### src/rtl/processor_seq.sv
// Trace-driven request sequencer.
// Replays a small table of addresses as cache read requests, either once or in
// a loop, and accumulates a count and XOR checksum of the returned read data.
module processor_seq #(
   parameter  int ADDR_W = 32,
   parameter  int DATA_W = 32,
   parameter  int DEPTH  = 16,
   localparam int IDX_W  = $clog2(DEPTH)
) (
   input  logic              clk,
   input  logic              rst_n,
   input  logic              i_ldEn,
   input  logic [IDX_W-1:0]  i_ldIdx,
   input  logic [ADDR_W-1:0] i_ldAddr,
   input  logic              i_start,
   input  logic [IDX_W:0]    i_len,
   input  logic              i_oneShot,
   input  logic              i_stop,
   output logic              o_reqValid,
   output logic [ADDR_W-1:0] o_reqAddr,
   input  logic              i_reqReady,
   input  logic              i_rvalid,
   input  logic [DATA_W-1:0] i_data,
   output logic              o_busy,
   output logic              o_done,
   output logic              o_err,
   output logic [DATA_W-1:0] o_rdData,
   output logic [15:0]       o_rdCnt,
   output logic [DATA_W-1:0] o_chksum
);

   typedef enum logic [1:0] {IDLE, REQ, WAIT, DONE} state_t;

   localparam logic [IDX_W:0] DEPTH_L = (IDX_W+1)'(DEPTH);

   state_t            r_state;
   state_t            w_nextState;
   logic [ADDR_W-1:0] r_trace [DEPTH];
   logic [IDX_W-1:0]  r_idx;
   logic [IDX_W:0]    r_len;
   logic              r_oneShot;
   logic              r_stopPend;
   logic              r_reqValid;
   logic              r_busy;
   logic              r_done;
   logic              r_err;
   logic [DATA_W-1:0] r_rdData;
   logic [15:0]       r_rdCnt;
   logic [DATA_W-1:0] r_chksum;

   logic w_lenOk;
   logic w_startOk;
   logic w_startBad;
   logic w_capture;
   logic w_lastIdx;

   assign w_lenOk    = (i_len != '0) && (i_len <= DEPTH_L);
   assign w_startOk  = (r_state == IDLE) && i_start && w_lenOk;
   assign w_startBad = (r_state == IDLE) && i_start && !w_lenOk;
   assign w_capture  = (r_state == WAIT) && i_rvalid;
   assign w_lastIdx  = ({1'b0, r_idx} == (r_len - 1'b1));

   // The trace table is only writable while idle so a running pass always sees
   // a stable table; it is deliberately left out of reset so it survives aborts.
   always_ff @(posedge clk) begin
      if (i_ldEn && (r_state == IDLE)) begin
         r_trace[i_ldIdx] <= i_ldAddr;
      end
   end

   // Next-state decode. A pending stop only takes effect once the outstanding
   // read has returned, so the response is never lost on the bus.
   always_comb begin
      w_nextState = r_state;
      case (r_state)
         IDLE: begin
            if (w_startOk) begin
               w_nextState = REQ;
            end
         end
         REQ: begin
            if (i_stop) begin
               w_nextState = IDLE;
            end else if (i_reqReady) begin
               w_nextState = WAIT;
            end
         end
         WAIT: begin
            if (i_rvalid) begin
               if (r_stopPend || i_stop) begin
                  w_nextState = IDLE;
               end else if (w_lastIdx && r_oneShot) begin
                  w_nextState = DONE;
               end else begin
                  w_nextState = REQ;
               end
            end
         end
         DONE: begin
            w_nextState = IDLE;
         end
         default: begin
            w_nextState = IDLE;
         end
      endcase
   end

   // State, status flags and response accumulation. Flags are registered from
   // the next state so they line up exactly with the state they describe.
   always_ff @(posedge clk or negedge rst_n) begin
      if (!rst_n) begin
         r_state    <= IDLE;
         r_idx      <= '0;
         r_len      <= '0;
         r_oneShot  <= 1'b0;
         r_stopPend <= 1'b0;
         r_reqValid <= 1'b0;
         r_busy     <= 1'b0;
         r_done     <= 1'b0;
         r_err      <= 1'b0;
         r_rdData   <= '0;
         r_rdCnt    <= '0;
         r_chksum   <= '0;
      end else begin
         r_state    <= w_nextState;
         r_reqValid <= (w_nextState == REQ);
         r_busy     <= (w_nextState != IDLE);
         r_done     <= (w_nextState == DONE);
         r_err      <= w_startBad;
         if (w_startOk) begin
            r_len      <= i_len;
            r_oneShot  <= i_oneShot;
            r_idx      <= '0;
            r_rdCnt    <= '0;
            r_chksum   <= '0;
            r_stopPend <= 1'b0;
         end
         if (w_capture) begin
            r_rdData   <= i_data;
            r_chksum   <= r_chksum ^ i_data;
            r_stopPend <= 1'b0;
            if (r_rdCnt != 16'hFFFF) begin
               r_rdCnt <= r_rdCnt + 16'd1;
            end
            if (w_lastIdx) begin
               r_idx <= '0;
            end else begin
               r_idx <= r_idx + 1'b1;
            end
         end else if ((r_state == WAIT) && i_stop) begin
            r_stopPend <= 1'b1;
         end
      end
   end

   assign o_reqAddr  = (r_state == REQ) ? r_trace[r_idx] : '0;
   assign o_reqValid = r_reqValid;
   assign o_busy     = r_busy;
   assign o_done     = r_done;
   assign o_err      = r_err;
   assign o_rdData   = r_rdData;
   assign o_rdCnt    = r_rdCnt;
   assign o_chksum   = r_chksum;

endmodule

### config.mk
export PLATFORM = sky130hd
export DESIGN_NAME = processor_seq
export DESIGN_NICKNAME = d
export VERILOG_FILES = /design/src/rtl/processor_seq.sv
export SDC_FILE = /design/constraint.sdc
export NUM_CORES = 1
export LEC_CHECK = 0
export CAP_MARGIN = 40
export CORE_MARGIN = 2
export CORE_UTILIZATION = 40
export CTS_BUF_LIST = sky130_fd_sc_hd__clkbuf_4 sky130_fd_sc_hd__clkbuf_8
export DETAILED_ROUTE_END_ITERATION = 8
export DONT_BUFFER_PORTS = 1
export PLACE_DENSITY = 0.6
export SYNTH_ARGS = -nofsm -noshare
export SYNTH_HDL_FRONTEND = slang
export SYNTH_SLANG_ARGS = --single-unit
### constraint.sdc
create_clock -name clk -period 3.37 [get_ports clk]
set_input_delay 0.337 -clock clk [delete_from_list [all_inputs] [get_ports clk]]
set_output_delay 0.337 -clock clk [all_outputs]
set_load 0.1 [all_outputs]
# Word-level counts from Yosys, hierarchy flattened
# Memories as Yosys holds them, arrays and structs flattened.
# Cells that the tools add are included.
# Widths: inputs -> output; s select.
[classes]
muxes = 21
n_lt_le_gt_ge = 1
addsub = 3
eq_ne = 7
reduce_logical = 15
bitwise_logic = 1
[op_table]
columns = ["cell", "n"]
rows = [
  ["$mux 32", 3],
  ["$mux 16", 3],
  ["$xor 32x32->32", 1],
  ["$add 16x1->16 const B", 1],
  ["$ne 16x16->1 const B", 1],
  ["$mux 2", 6],
  ["$mux 4", 3],
  ["$logic_and 1x1->1", 8],
  ["$pmux 2 s4", 1],
  ["$eq 2x2->1 const B", 3],
  ["$eq 4x5->1", 1],
  ["$le 5x5->1 const B", 1],
  ["$mux 1", 5],
  ["$reduce_bool 5->1", 1],
  ["$sub 5x1->5 const B", 1],
  ["$add 4x1->4 const B", 1],
  ["$eq 2x1->1 const B", 2],
  ["$reduce_bool 2->1", 2],
  ["$reduce_bool 3->1", 1],
  ["$logic_not 2->1", 1],
  ["$logic_not 1->1", 1],
  ["$logic_or 1x1->1", 1],
]
[totals]
ram_bits = 512
memories = 1
wordCells = 61
ff_bits = 97
[memory_table]
columns = ["memory", "words", "width", "rd", "rd_ports_with_merged_regs", "write_ports", "line_no", "source"]
rows = [
  ["r_trace", 16, 32, 1, 0, 1, "38", "logic [ADDR_W-1:0] r_trace [DEPTH];"],
]

# Longest topological paths before layout
[logic_depth]
depth_word = 8
depth_mapped = 8
mapped_depth_nobuf = 7

# Least setup slack after synthesis
# Ideal clock, no wire load.
[synth_path]
path_type = "register -> register"
start = "register r_state[0]"
end = "memory r_trace[0][0], enable pin"
arrival_ns = 3.242
n_path_buf = 0
required_time_ns = 2.909
setup_slack_ns = -0.333
stages_incl_launch_ff = 5
cell_sequence = "dfrtp_1 > nor2_1 > nand2_1 > or3_1 > nor3_1"
[synth_via]
elab_chain_cells = 4
[synth_lines]
columns = ["element", "line_no", "source"]
rows = [
  ["from (decl)", "36", "state_t r_state;"],
  ["from (signal assigned)", "125", "r_state <= w_nextState;"],
  ["$logic_not 2->1", "66", "if (i_ldEn && (r_state == IDLE)) begin"],
  ["$logic_and 1x1->1", "66", ""],
  ["$mux 1", "66", ""],
  ["$mux 1 (implied by the code)", "67", "r_trace[i_ldIdx] <= i_ldAddr;"],
  ["to (decl)", "38", ""],
]
# Every way passes these cells.

# Worst setup path in the final report
[layout_path]
start = "register r_idx[0]"
end = "output port o_reqAddr[22]"
[layout_via]
elab_chain_cells = 2
[layout_lines]
columns = ["element", "line_no", "source"]
rows = [
  ["from (decl)", "39", "logic [IDX_W-1:0] r_idx;"],
  ["from (signal assigned)", "148", "r_idx <= r_idx + 1'b1;"],
  ["$mem_v2 16x32", "--", ""],
  ["$mux 32", "156", "assign o_reqAddr = (r_state == REQ) ? r_trace[r_idx] : '0;"],
  ["to (decl)", "20", "output logic [ADDR_W-1:0] o_reqAddr,"],
]
# Every way passes these cells.

==> run_summary.xml <==
<?xml version="1.0" encoding="UTF-8"?>
<metrics>
  <group name="outcome">
    <metric name="outcome" unit="">completed</metric>
  </group>
  <group name="layout">
    <metric name="fin_nets" unit="">1556</metric>
    <metric name="stdcell_area" unit="um2">30100</metric>
    <metric name="fraction_of_final_layout_cells_with_drive_strength_greater_than_1" unit="%">34.0</metric>
    <metric name="growth_of_design_area_from_synthesis_to_finish" unit="%">27.4</metric>
    <metric name="finish.cell_count_without_fillers" unit="">2316</metric>
    <metric name="finalCoreUtilization" unit="%">51.3</metric>
    <metric name="filler_cell_count" unit="">4567</metric>
  </group>
  <group name="global_route">
    <metric name="grt_max_degree" unit="">98</metric>
    <metric name="grt_antenna_before_repair" unit="">7</metric>
    <metric name="grt_pass1_wl" unit="mm">83.8</metric>
    <metric name="grt_pass1_vias" unit="">13200</metric>
    <metric name="global_route.overflow_total" unit="">0</metric>
    <metric name="grt_use_total" unit="%">18.9</metric>
  </group>
  <group name="power_and_ir_drop">
    <metric name="vdd_drop_max" unit="V">0.000921</metric>
    <metric name="power_leakage" unit="nW">10.4</metric>
    <metric name="p_per_area" unit="nW/um2">854</metric>
  </group>
  <group name="place">
    <metric name="dpl.hpwl" unit="mm">30.5</metric>
    <metric name="post_dp_cell_area" unit="um2">26900</metric>
    <metric name="placement.io_buffers" unit="">0</metric>
    <metric name="dp.cells" unit="">2051</metric>
    <metric name="rd_place_congestion" unit="">0.771</metric>
    <metric name="preCtsSetupSlack" unit="ns">0.485</metric>
  </group>
  <group name="synthesis">
    <metric name="yosys_most_used_dff" unit="">edfxtp_1</metric>
    <metric name="synthDominantCellAreaShare" unit="%">65.1</metric>
    <metric name="simple_logic_cell_fraction_of_the_synthesized_area" unit="%">5.37</metric>
    <metric name="yosys.cell_count.top_type" unit="">edfxtp_1</metric>
    <metric name="netlist-cell-type-count" unit="">46</metric>
    <metric name="synthesis.area_per_instance" unit="um2">19.8</metric>
    <metric name="synthesis.area" unit="um2">23600</metric>
    <metric name="synth_top_family_by_area" unit="">multiplexers</metric>
    <metric name="netlist_top_cells_area" unit="">edfxtp_1, mux4_2, dfrtp_1</metric>
    <metric name="netlist.top_cell.by_area" unit="">edfxtp_1</metric>
    <metric name="yosysWarnings" unit="">0</metric>
    <metric name="synth_commonest_cells" unit="">edfxtp_1, mux4_2, nand2_1</metric>
    <metric name="post_synth_fa_ha_maj_area_fraction" unit="%">0.159</metric>
    <metric name="synth.yosys.seq_area_share" unit="%">75.4</metric>
    <metric name="netlist_instances" unit="">1194</metric>
    <metric name="synthesis.nets" unit="">1278</metric>
    <metric name="synth_enable_flop_cells" unit="">512</metric>
    <metric name="synth_xor_area_share" unit="%">1.45</metric>
    <metric name="synthMuxAreaShare" unit="%">15.4</metric>
    <metric name="yosys_register_bits" unit="">609</metric>
    <metric name="synth_async_sr_flop_share" unit="%">15.9</metric>
    <metric name="synth-compound-area-share" unit="%">1.05</metric>
  </group>
  <group name="clock_network">
    <metric name="cts.reportedPaths.clkPinSlew" unit="ns">0.06</metric>
    <metric name="clock_tree_buf_depth" unit="">3</metric>
    <metric name="htree_num_levels" unit="">3</metric>
    <metric name="cts-root-buf" unit="">clkbuf_8</metric>
    <metric name="cts_buffers" unit="">97</metric>
    <metric name="numClockSinks" unit="">609</metric>
    <metric name="worstSkewPairLatency" unit="ns">0.67</metric>
    <metric name="tritoncts_clock_tree" unit="">built</metric>
  </group>
  <group name="worst_setup_path">
    <metric name="maximum_net_fanout_on_the_critical_path" unit="">9</metric>
    <metric name="arrival" unit="ns">2.96</metric>
    <metric name="critPathCaptureType" unit="">primary output</metric>
    <metric name="startpoint_kind_of_the_worst_setup_timing_path" unit="">flip-flop</metric>
    <metric name="critical_path_required" unit="ns">3.03</metric>
    <metric name="crit_type" unit="">flip-flop to primary output</metric>
  </group>
  <group name="sta">
    <metric name="holdWs" unit="ns">0.0726</metric>
    <metric name="fin_ws" unit="ns">0.0744</metric>
    <metric name="timing.clock.skew" unit="ns">0.0379</metric>
    <metric name="grt_setup_unrepaired" unit="">yes</metric>
    <metric name="worst_pin_slew" unit="ns">0.937</metric>
    <metric name="fin_crit" unit="ns">3.30</metric>
    <metric name="timing.final.crit_share" unit="%">97.8</metric>
    <metric name="number_of_hold_violations_in_the_final_report" unit="">0</metric>
    <metric name="final_setup_violation_count" unit="">0</metric>
    <metric name="slew_viol_final" unit="">0</metric>
    <metric name="relSlewSlack" unit="%">37.5</metric>
    <metric name="fmax" unit="MHz">303</metric>
  </group>
  <group name="die">
    <metric name="initial_core_util" unit="%">40.2</metric>
    <metric name="die_boundary_height" unit="um">247</metric>
    <metric name="placeableCoreArea" unit="um2">58700</metric>
    <metric name="die_w" unit="um">247</metric>
    <metric name="die_area" unit="um2">61000</metric>
    <metric name="placement_rows" unit="">89</metric>
    <metric name="floorplan.io_pins" unit="">197</metric>
  </group>
  <group name="drt">
    <metric name="post-route-drc-count" unit="">0</metric>
    <metric name="route.final.wire_length" unit="mm">57.8</metric>
    <metric name="drt_first_iter_violations" unit="">1118</metric>
    <metric name="drt-wirelength-per-cell" unit="um">24.9</metric>
    <metric name="vias_per_cell" unit="">5.43</metric>
    <metric name="drt_first_pass_iters" unit="">5</metric>
    <metric name="routed_via_count" unit="">12600</metric>
    <metric name="postRouteAntennaNets" unit="">0</metric>
  </group>
  <group name="run">
    <metric name="max_cap_viol_count" unit="">0</metric>
  </group>
  <group name="worst_hold_path">
    <metric name="holdCritPathClass" unit="">primary input to flip-flop</metric>
  </group>
</metrics>
-- metal layers --
| layer | GRT usage, % | part of all wire (%) | vias to the layer above |
|---|---|---|---|
| li1 | - | - | 5313 |
| met1 | 25.9 | 42 | 6636 |
| met2 | 30.3 | 48 | 520 |
| met3 | 4.86 | 7.9 | 98 |
| met4 | 4.78 | 1.8 | 8 |
| met5 | 0 | 0.095 | - |
-- critical path, stage by stage, from the launching register on --
cell and delay [ns]:
dfrtp_4 0.47, buf_12 0.19, buf_8 0.18, mux4_2 0.50, mux4_2 0.53, nor2b_2 0.17
buf_4 0.23
-- path summary, 6_finish.rpt --
| check | start | to | slack, ns | cells after the start |
|---|---|---|---|---|
| max in group asynchronous | rst_n | o_rdData[17] | 2.60 | 2 |
| worst min-delay path | i_ldIdx[1] | r_trace[0][13] | 0.07 | 2 |
| worst max-delay path | r_idx[0] | o_reqAddr[22] | 0.07 | 6 |
| min in group asynchronous | rst_n | r_idx[0] | 0.27 | 2 |
| worst min register to register | r_oneShot | r_oneShot | 0.48 | 2 |
| worst max register to register | r_state[0] | r_trace[0][23] | 0.34 | 6 |
-- cells by family after synthesis --
family,count (synthesis)
DFF,609
adders and majority gates,3
xor gates and xnor gates,39
AOI/OAI and AO/OA,40
buffers and inverters,61
and+or+nand+nor,279
muxes,163
-- placed cells by master (no fill, tap or decap), types with 16 or more instances in the layout --
cell           count
edfxtp_1         512
mux4_2           160
nand2_1          133
clkbuf_8         100
dfrtp_1           93
dlygate4sd3_1     78
buf_16            62
buf_4             47
nor2_1            43
clkbuf_4          39
xor2_1            35
nor2b_2           28
buf_12            28
nand3_1           16
buf_6             16
-- state kept, by name (all words and copies together), names as in the netlist --
register and count:
o_busy 1, o_chksum 32, o_done 1, o_err 1, o_rdCnt 16, o_rdData 32
o_reqValid 1, r_idx 4, r_len 5, r_oneShot 1, r_state 2, r_stopPend 1
r_trace 512
-- what timing repair did --
action                                  CTS  global route
buffers inserted                          8             1
hold endpoints to repair                697             0
cloned                                    4             1
gates resized for setup                  28            31
hold buffers                             79             0
endpoints found under the setup margin   31            31
-- stage by stage --
step,power (W),setup TNS [ns]
final,0.0257,0
after global routing,0.0266,-0.542
after CTS,0.0256,-0.403
after detailed placement,0.0189,0
after global placement,0.0169,0
after floorplan,0.0157,0
-- report_power, final --
part	switching, W	internal [W]
combinational	0.00564	0.00390
clock	0.00282	0.00327
sequential	0.00131	0.00875
-- cell type report --
class                           instances  area, um2  share of cell area, %
Sequential cell                       609      17800                   59.2
Multi-Input combinational cell        524       5770                   19.2
Timing Repair Buffer                  235       3650                   12.1
Clock buffer                          139       1670                   5.55
Tap cell                              773        967                   3.21
Clock inverter                         28        191                  0.636
Inverter                                5       18.8                 0.0624
Antenna cell                            3       7.51                 0.0250
No activity file was read; power rests on OpenSTA's default activity.
